--- config.mk ---
export PLATFORM = sky130hd
export DESIGN_NAME = aurora_link_ctrl
export DESIGN_NICKNAME = d
export VERILOG_FILES = /design/src/rtl/aurora_pkg.sv /design/src/rtl/aurora_link_ctrl.sv
export SDC_FILE = /design/constraint.sdc
export NUM_CORES = 1
export LEC_CHECK = 0
export CORE_UTILIZATION = 58
export CTS_CLUSTER_DIAMETER = 50
export DETAILED_ROUTE_END_ITERATION = 16
export PLACE_DENSITY_LB_ADDON = 0.1
export SYNTH_ARGS = -nofsm -noshare
export SYNTH_HDL_FRONTEND = slang
export SYNTH_SLANG_ARGS = --single-unit
--- constraint.sdc ---
create_clock -name user_clk -period 8.1 [get_ports user_clk]
set_input_delay 2.025 -clock user_clk [delete_from_list [all_inputs] [get_ports user_clk]]
set_output_delay 2.025 -clock user_clk [all_outputs]
set_load 0.1 [all_outputs]
--- src/rtl/aurora_pkg.sv ---
// Shared definitions for the Aurora link controller: state codes, timer width
// and GPIO_LED bit positions, reused by the board top and benches.
package aurora_pkg;

  localparam int TMR_W = 20;

  typedef enum logic [2:0] {
    WAIT_PLL = 3'd0,
    GT_RST   = 3'd1,
    CORE_RST = 3'd2,
    WAIT_UP  = 3'd3,
    UP       = 3'd4,
    FAIL     = 3'd5
  } link_state_e;

  localparam int LED_LINK_OK   = 0;
  localparam int LED_PLL_LOCK  = 1;
  localparam int LED_FAIL      = 2;
  localparam int LED_STATE_LSB = 3;
  localparam int LED_RETRY_LSB = 6;

  function automatic logic gt_reset_of(link_state_e s);
    return (s == WAIT_PLL) || (s == GT_RST) || (s == FAIL);
  endfunction

  function automatic logic core_reset_of(link_state_e s);
    return (s != WAIT_UP) && (s != UP);
  endfunction

endpackage

--- src/rtl/aurora_link_ctrl.sv ---
// Aurora bring-up sequencer: PLL wait, GT and core reset phases, channel-up
// timeout with bounded retries, link supervision and error/status reporting.
module aurora_link_ctrl
  import aurora_pkg::*;
#(
  parameter int N_LANE          = 1,
  parameter int GT_RST_CYCLES   = 128,
  parameter int CORE_RST_CYCLES = 64,
  parameter int UP_TIMEOUT      = 2**20,
  parameter int MAX_RETRY       = 7
) (
  input  logic              user_clk,
  input  logic              sys_rst_n,
  input  logic              pll_locked,
  input  logic [N_LANE-1:0] lane_up,
  input  logic              channel_up,
  input  logic              hard_err,
  input  logic              soft_err,
  input  logic              retry_req,
  output logic              gt_reset,
  output logic              aurora_reset,
  output logic              link_ok,
  output logic [3:0]        retry_cnt,
  output logic [15:0]       soft_err_cnt,
  output logic [7:0]        GPIO_LED
);

  localparam logic [TMR_W-1:0] GT_LOAD   = TMR_W'(GT_RST_CYCLES - 1);
  localparam logic [TMR_W-1:0] CORE_LOAD = TMR_W'(CORE_RST_CYCLES - 1);
  localparam logic [TMR_W-1:0] UP_LOAD   = TMR_W'(UP_TIMEOUT - 1);
  localparam logic [3:0]       RETRY_MAX = 4'(MAX_RETRY);

  link_state_e      state, state_nxt;
  logic [TMR_W-1:0] timer, timer_nxt;
  logic [3:0]       retry_nxt, retry_inc;
  logic [15:0]      soft_nxt;
  logic [7:0]       led_nxt;
  logic             link_good;

  assign link_good = channel_up && (&lane_up);
  assign retry_inc = (retry_cnt == 4'd15) ? retry_cnt : retry_cnt + 4'd1;

  // Loss of PLL lock overrides every other transition; a completed channel-up
  // in WAIT_UP wins over both a coincident hard error and the timeout.
  always_comb begin
    state_nxt = state;
    retry_nxt = retry_cnt;
    if (state != WAIT_PLL && !pll_locked) begin
      state_nxt = WAIT_PLL;
    end else begin
      case (state)
        WAIT_PLL: if (pll_locked) state_nxt = GT_RST;
        GT_RST:   if (timer == '0) state_nxt = CORE_RST;
        CORE_RST: if (timer == '0) state_nxt = WAIT_UP;
        WAIT_UP: begin
          if (link_good) begin
            state_nxt = UP;
            retry_nxt = 4'd0;
          end else if (timer == '0) begin
            retry_nxt = retry_inc;
            state_nxt = (retry_inc == RETRY_MAX) ? FAIL : GT_RST;
          end
        end
        UP: begin
          if (hard_err || !link_good) begin
            state_nxt = GT_RST;
            retry_nxt = retry_inc;
          end
        end
        FAIL: begin
          if (retry_req) begin
            state_nxt = GT_RST;
            retry_nxt = 4'd0;
          end
        end
        default: state_nxt = WAIT_PLL;
      endcase
    end
  end

  // The single timer is reloaded on every state change and counts down to zero.
  always_comb begin
    timer_nxt = timer;
    if (state_nxt != state) begin
      case (state_nxt)
        GT_RST:   timer_nxt = GT_LOAD;
        CORE_RST: timer_nxt = CORE_LOAD;
        WAIT_UP:  timer_nxt = UP_LOAD;
        default:  timer_nxt = '0;
      endcase
    end else if (timer != '0) begin
      timer_nxt = timer - TMR_W'(1);
    end
  end

  always_comb begin
    soft_nxt = soft_err_cnt;
    if (state == WAIT_UP && state_nxt == UP)
      soft_nxt = 16'd0;
    else if (state == UP && soft_err && soft_err_cnt != 16'hFFFF)
      soft_nxt = soft_err_cnt + 16'd1;
  end

  always_comb begin
    led_nxt = '0;
    led_nxt[LED_LINK_OK]            = (state_nxt == UP);
    led_nxt[LED_PLL_LOCK]           = pll_locked;
    led_nxt[LED_FAIL]               = (state_nxt == FAIL);
    led_nxt[LED_STATE_LSB +: 3]     = state_nxt;
    led_nxt[LED_RETRY_LSB +: 2]     = retry_nxt[1:0];
  end

  // Outputs are registered from the next state so they line up with it.
  always_ff @(posedge user_clk or negedge sys_rst_n) begin
    if (!sys_rst_n) begin
      state        <= WAIT_PLL;
      timer        <= '0;
      retry_cnt    <= 4'd0;
      soft_err_cnt <= 16'd0;
      gt_reset     <= 1'b1;
      aurora_reset <= 1'b1;
      link_ok      <= 1'b0;
      GPIO_LED     <= 8'h00;
    end else begin
      state        <= state_nxt;
      timer        <= timer_nxt;
      retry_cnt    <= retry_nxt;
      soft_err_cnt <= soft_nxt;
      gt_reset     <= gt_reset_of(state_nxt);
      aurora_reset <= core_reset_of(state_nxt);
      link_ok      <= (state_nxt == UP);
      GPIO_LED     <= led_nxt;
    end
  end

endmodule

# --- Yosys cells after proc, flatten, opt, wreduce, memory -nomap -nowiden ---
# Index checks and enable logic that the tools add are counted.
word_totals:
  regBits: 54
op_classes:
  addsub: 3
  eq_ne: 19
  mux: 22
  bitwise: 1
  reduce_logical: 20
ops:
  columns: ["op", "count"]
  rows:
  - ["$pmux 20 s3", 1]
  - ["$mux 20", 2]
  - ["$mux 16", 2]
  - ["$mux 3", 9]
  - ["$logic_not 20->1", 1]
  - ["$mux 4", 5]
  - ["$reduce_bool 20->1", 1]
  - ["$sub 20x1->20 const B", 1]
  - ["$pmux 3 s6", 1]
  - ["$add 16x1->16 const B", 1]
  - ["$ne 16x16->1 const B", 1]
  - ["$eq 3x2->1 const B", 4]
  - ["$eq 3x3->1 const B", 4]
  - ["$pmux 4 s3", 1]
  - ["$eq 3x1->1 const B", 2]
  - ["$logic_and 1x1->1", 6]
  - ["$logic_not 3->1", 2]
  - ["$ne 3x3->1 const B", 2]
  - ["$reduce_bool 3->1", 2]
  - ["$reduce_and 5->1", 1]
  - ["$add 4x1->4 const B", 1]
  - ["$eq 4x3->1 const B", 1]
  - ["$eq 4x4->1 const B", 1]
  - ["$ne 2x2->1 const B", 2]
  - ["other kinds (7)", 11]

# --- Longest topological paths before layout ---
# Gate-level depths: netlist of run 1.
depth:
  ltp_word: 11
  mapped_depth: 10
  mapped_depth_nobuf: 8

# --- Least setup slack after synthesis of run 1 ---
# No wires, ideal clock.
synth_path:
  path_kind: "input to register"
  startpoint: "in channel_up"
  endpoint: "reg soft_err_cnt[12]"
  setup_ns: 0.123
  arrival_time_ns: 3.408
  setup_slack_ns: 4.570
  cell_stages: 7
  path_buffers: 1
  path_cell_list: "nor4bb_1 -> a21oi_1 -> o22ai_1 -> o21ai_1 -> nor4_4 -> buf_2 -> nor2_1"
synth_between:
  elab_chain_cells: 9
synth_lines:
  columns: ["element", "line_no", "source"]
  rows:
  - ["start: declaration", "aurora_link_ctrl.sv:16", "input logic channel_up,"]
  - ["$logic_and 1x1->1 (*)", "aurora_link_ctrl.sv:40", "assign link_good = channel_up && (&lane_up);"]
  - ["$logic_not 1->1", "aurora_link_ctrl.sv:65", "if (hard_err || !link_good) begin"]
  - ["$logic_or 1x1->1", "aurora_link_ctrl.sv:65", null]
  - ["$mux 3", "aurora_link_ctrl.sv:65", null]
  - ["$pmux 3 s6 (*)", "aurora_link_ctrl.sv:51", "case (state)"]
  - ["$mux 3 (*)", "aurora_link_ctrl.sv:48", "if (state != WAIT_PLL && !pll_locked) begin"]
  - ["$eq 3x3->1 (*)", "aurora_link_ctrl.sv:98", "if (state == WAIT_UP && state_nxt == UP)"]
  - ["$logic_and 1x1->1 (*)", "aurora_link_ctrl.sv:98", null]
  - ["$mux 16 or $reduce_bool 2->1 (tied branches)", null, null]
  - ["end signal: assignment", "aurora_link_ctrl.sv:128", "soft_err_cnt <= soft_nxt;"]
  - ["end: declaration", "aurora_link_ctrl.sv:24", "output logic [15:0] soft_err_cnt,"]
# Mark *: on every way between the ends. The rest lies on a longest branch, timed or not.
# A chain may end at the register's enable or synchronous reset.

# --- Final worst setup path of run 1 ---
layout_path:
  startpoint: "in channel_up"
  endpoint: "reg soft_err_cnt[2]"
# The elaborated chain is that of the path after synthesis.

==> results.toml, run 1 <==
[final_layout]
final_layout_size_suffix_gt1_frac = 0.05178
final_cell_mix = "dfrtp_1 (46), clkdlybuf4s50_1 (37), nor2_1 (28)"
layout_commonest_cell = "dfrtp_1"
diodes = 0
area_growth_pct = 18.08
final_cell_area_um2 = 3089
nFillCells = 336
fin_nets = 319
finalNonFillerCells = 361

[clock_network]
post_cts_resized = 0
clock_path_buffers = 2
htree_levels = 2
cts_buffers = 5
clock_sinks = 48
cts_hold_buf = 0
postCtsSetupBuffers = 0
cts_tree = "built"
cts-root-buf = "clkbuf_8"
cts.clk_slew.worst_paths_ns = 0.09
clk_latency_ns = 0.30

[yosys]
ys.flop_type = "dfrtp_1"
async_flop_share = 1.000
synthCells = 274
yosysWarnings = 0
synth_fp_nets = 285
avgSynthCellArea_um2 = 9.548
ys_seq_area_frac = 0.4601
synth_cell_type_count = 47
ys_seq_elements = 48
synth_edf_count = 0
synth_area_um2 = 2616

[power_and_ir_drop]
p_seq_frac = 0.483
p_switching_uw = 221.1
p_leak_uw = 0.001380
ir_drop_mv = 0.1532
p_comb_frac = 0.289
powerDensity_nw_per_um2 = 206.1
p_sw_frac = 0.3473
p_int_uw = 415.6
pwr-share-clk = 0.227

[die]
pin_count = 39
rows = 24
fp.dieArea_um2 = 4783
initial_core_util = 0.6009
coreArea_um2 = 4354
fp.dieW_um = 69.16
die_h_um = 69.16

[timing]
rsz0062_at_grt = "false"
maxSlewViolCount = 0
min_period_ns = 4.142
skew_ns = 0.009598
setup_viol = 0
tightestPinTransition_ns = 1.033
fin_tns_setup_ns = 0
finalHoldViolCount = 0
clock.fmax_mhz = 241.4
max-slew-margin-rel = 0.3115
worst_slack_ns = 3.958
period_share = 0.5113

[worst_setup_path]
cpLargestDelayFamily = "simple AND/OR/NAND/NOR gates"
end_kind = "flop"
crit_fanout = 16
path_cells = "clkdlybuf4s50_1, nor4bb_1, a21oi_1, o22ai_1, o21ai_1, nor4_4, nor3_1"
cp.arrival_ns = 4.30
cp_num_buf_inv = 1
crit_type = "in -> reg"
slowest_delay_ns = 0.75
crit_slowest_cell = "nor4_4"
cp.required_ns = 8.26
cp-start-kind = "input pin"

[place]
place_ws_ns = 3.608
io_buffers = 38
dp.cells = 353
gp_congestion = 0.9204
placed_area_um2 = 2999
post-dp-hpwl_um = 3667

[global_route]
grt_max_degree = 49
grt_pass1_vias = 2014
overflow = 0
grt_pass1_wl_um = 9025
grt_use_total = 0.2358
antenna_found_initial = 0

[drt]
vias = 2119
avgRoutedWirePerCell_um = 14.24
totalWireLength_um = 5141
antenna_left = 0
drc_errors = 0
firstDrtPassIters = 4
drtIter0Drc = 149
vias_per_cell = 5.870

[run]
maxCapViolations = 0

[outcome]
status = "finished, final reports clean"

[min_path]
worstHoldPathType = "reg -> reg"
[routing by layer]
metal,vias up,share of wire,global-route usage
li1,1053,-,-
met5,-,0,0
met1,1014,0.47,0.3107
met4,0,0.015,0.08390
met2,45,0.48,0.3851
met3,7,0.037,0.04971
[power groups by stage]
| stage | registers (uW) | clock network [uW] | logic [uW] |
|---|---|---|---|
| 3_5_place_dp | 312 | 0 | 184 |
| 6_report | 308 | 145 | 184 |
| 3_3_place_gp | 311 | 0 | 181 |
| 5_1_grt | 314 | 157 | 205 |
| 4_1_cts | 307 | 148 | 186 |
| 2_1_floorplan | 323 | 0 | 134 |
[registers in the layout, summed over array words and instances, names as in the netlist]
register	flops
GPIO_LED	5
gt_reset	1
timer	20
state	2
soft_err_cnt	16
retry_cnt	3
aurora_reset	1
[path summary, 6_finish.rpt]
kind / start / to / slack, ns / depth (start not counted)
setup / recovery: channel_up / soft_err_cnt[2]$_DFFE_PN0P_ / 3.96 / 7
hold / removal: soft_err_cnt[6]$_DFFE_PN0P_ / soft_err_cnt[6]$_DFFE_PN0P_ / 0.57 / 2
hold reg to reg: soft_err_cnt[6]$_DFFE_PN0P_ / soft_err_cnt[6]$_DFFE_PN0P_ / 0.57 / 2
max in group asynchronous: sys_rst_n / soft_err_cnt[6]$_DFFE_PN0P_ / 5.56 / 1
min in group asynchronous: sys_rst_n / soft_err_cnt[2]$_DFFE_PN0P_ / 1.90 / 1
setup reg to reg: timer[8]$_DFFE_PN0P_ / timer[18]$_DFFE_PN0P_ / 4.91 / 6
[cell families (layout without fill, tap and decap cells)]
logic type | count (synthesis) | count (layout) | share of synthesized area
and+or+nand+nor | 105 | 105 | 0.2114
AOI/OAI and AO/OA | 63 | 63 | 0.1530
DFF | 48 | 48 | 0.4601
xor gates and xnor gates | 31 | 31 | 0.1038
buffers and inverters | 18 | 53 | 0.03204
muxes | 6 | 6 | 0.02535
adders and majority gates | 3 | 3 | 0.01435
[per-stage QoR]
step | util | hold WS (ns) | power [uW]
global route | 0.7095 | 0.6227 | 676.2
CTS | 0.7095 | 0.5702 | 641.3
detailed placement | 0.6888 | 0.5493 | 496.2
finish | 0.7095 | 0.5692 | 636.7
floorplan | - | 0.5384 | 457.0
global placement | 0.6888 | 0.5388 | 492.7
[cell type report]
cell class,count,area [um^2],area share
multi-input cells,208,1329,0.4301
flip-flops and latches,48,1204,0.3896
repair buffers,38,375.4,0.1215
clock buffers,8,90.09,0.02916
well taps,52,65.06,0.02106
inverters,7,26.28,0.008505
[cell usage after synthesis (4+ instances only)]
cell type | instances | area [um^2]
and3_1 | 5 | 31.28
clkbuf_1 | 4 | 15.01
or3_1 | 4 | 25.02
o22ai_1 | 6 | 37.54
buf_2 | 4 | 20.02
nor3_1 | 10 | 50.05
xnor2_1 | 14 | 122.6
nor2_1 | 28 | 105.1
o21ai_0 | 22 | 110.1
nand2_1 | 20 | 75.07
dfrtp_1 | 46 | 1151
inv_1 | 7 | 26.28
a21oi_1 | 14 | 70.07
a21o_1 | 4 | 30.03
nand3_1 | 12 | 60.06
mux2i_1 | 4 | 40.04
nor4_1 | 4 | 25.02
nand4_1 | 5 | 31.28
xor2_1 | 17 | 148.9
[tightest hold or removal path: stages (launching register included)]
cell	delay [ns]
dfrtp_1	0.38
xor2_1	0.08
nor2_1	0.08
No activity file was read; power rests on OpenSTA's default activity.
==> run 2: changes to the inputs <==
Settings changed: CORE_UTILIZATION 58 to 54.
Clock period 8.1 ns to 4.23 ns, I/O delays scaled along.
==> results.toml, run 2 (synthesis results as in run 1) <==
[worst_setup_path]
reg2reg_depth = 8
rrSetupSlack_ns = 1.01
r2r_end = "timer[12]$_DFFE_PN0P_"
cp.required_ns = 4.43
crit_type = "reg -> reg"
crit_fanout = 13
cp-start-kind = "flop"
startpoint = "timer[0]$_DFFE_PN0P_"
worstReg2RegStart = "timer[0]$_DFFE_PN0P_"
crit_end = "timer[12]$_DFFE_PN0P_"
end_kind = "flop"
cp.arrival_ns = 3.42

[power_and_ir_drop]
p_seq_frac = 0.493
p_switching_uw = 423.0
ir_drop_mv = 0.2271
p_leak_uw = 0.001384
p_sw_frac = 0.3528
p_comb_frac = 0.296
p_int_uw = 776.0
total_power_uw = 1199
powerDensity_nw_per_um2 = 388.0
pwr-share-clk = 0.211

[timing]
finalHoldViolCount = 0
fin_tns_setup_ns = 0
tightestPinTransition_ns = 1.035
max-slew-margin-rel = 0.3097
clock.fmax_mhz = 310.1
rsz0062_at_grt = "false"
skew_ns = 0.007135
setup_viol = 0
maxSlewViolCount = 0
period_share = 0.7624
whs_ns = 0.5746
min_period_ns = 3.225

[final_layout]
largest_registers = "timer (20), soft_err_cnt (16), GPIO_LED (5)"
nFillCells = 389
layout_commonest_cell = "dfrtp_1"
seq_area_um2 = 1204
fin_nets = 321
largest_reg_flops = 20
fin_util = 0.6861
area_growth_pct = 18.13
top_register = "timer"
multi_input_area_um2 = 1329
diodes = 0
final_layout_size_suffix_gt1_frac = 0.05484
final_cell_mix = "dfrtp_1 (46), clkdlybuf4s50_1 (37), nor2_1 (28)"

[drt]
wl_met3_um = 198
met1Wirelength_um = 2497
drc_errors = 0
antenna_left = 0
firstDrtPassIters = 4
drtIter0Drc = 153
totalWireLength_um = 5332
vias_per_cell = 5.870
vias = 2125
routed-wl-met2_um = 2565
avgRoutedWirePerCell_um = 14.73
highest_layer = "met4"

[clock_network]
cts.clk_slew.worst_paths_ns = 0.08
cts_tree = "built"
postCtsSetupBuffers = 0
cts-root-buf = "clkbuf_8"
htree_levels = 2
clk_latency_ns = 0.30
cts_buffers = 5
cts_hold_buf = 0
post_cts_resized = 0
clock_sinks = 48
clock_path_buffers = 2

[die]
pin_count = 39
coreArea_um2 = 4504
fp.dieArea_um2 = 5127
fp.dieW_um = 71.61
rows = 24
die_h_um = 71.61
initial_core_util = 0.5808

[run]
maxCapViolations = 0

[min_path]
worstHoldPathType = "reg -> reg"
min_from = "soft_err_cnt[6]$_DFFE_PN0P_"

[global_route]
overflow = 0
grt_pass1_vias = 2043
antenna_found_initial = 0
grt_max_degree = 49
grt_use_total = 0.2307
grt_pass1_wl_um = 9308

[outcome]
status = "finished, final reports clean"

[place]
io_buffers = 38
post-dp-hpwl_um = 3761
gp_congestion = 0.8817
-- run 2: changes by cell type in the layout (fill, tap and decap cells not counted) --
| cell | previous run | this run |
|---|---|---|
| buf_4 | 0 | 2 |
| clkbuf_8 | 6 | 5 |
-- run 2: critical path: stages (launching register included) --
cell	delay [ns]
dfrtp_1	0.40
inv_1	0.10
ha_1	0.21
nor3b_1	0.36
nand4_2	0.33
or2_0	0.47
a211oi_4	0.49
nand4b_1	0.53
o21ai_0	0.23
-- run 2: worst min path at each step --
stage                                   endpoint  slack [ns]  cells past startpoint
detailed placement   soft_err_cnt[6]$_DFFE_PN0P_        0.56                      2
floorplan                  timer[19]$_DFFE_PN0P_        0.54                      2
global placement    soft_err_cnt[13]$_DFFE_PN0P_        0.54                      2
global route        soft_err_cnt[13]$_DFFE_PN0P_        0.62                      2
CTS                  soft_err_cnt[6]$_DFFE_PN0P_        0.58                      2
finish               soft_err_cnt[6]$_DFFE_PN0P_        0.57                      2
-- run 2: stage by stage --
step / cells / area, um^2 / setup WS (ns)
CTS: 362 / 3090 / 1.014
finish: 362 / 3090 / 1.005
global placement: 355 / 3014 / 0.9069
floorplan: 274 / 2616 / 1.276
global route: 362 / 3090 / 0.6131
detailed placement: 355 / 3014 / 0.8050
-- run 2: power groups by stage --
| stage | clock (uW) | combinational, uW | sequential (uW) |
|---|---|---|---|
| 2_1_floorplan | 0 | 256 | 619 |
| 3_3_place_gp | 0 | 348 | 595 |
| 3_5_place_dp | 0 | 355 | 599 |
| 4_1_cts | 261 | 356 | 590 |
| 5_1_grt | 278 | 397 | 601 |
| 6_report | 253 | 355 | 591 |
-- run 2: per-layer routing --
layer  global-route usage  vias up
met5                    0        -
met4              0.06972        0
met3              0.05345        8
met2               0.3753       48
met1               0.3093     1014
li1                     -     1055
-- run 2: cell type report --
| class | instances | area share |
|---|---|---|
| well taps | 52 | 0.02105 |
| inverters | 7 | 0.008502 |
| clock buffers | 7 | 0.02470 |
| repair buffers | 40 | 0.1263 |
| flip-flops and latches | 48 | 0.3895 |
| multi-input cells | 208 | 0.4300 |
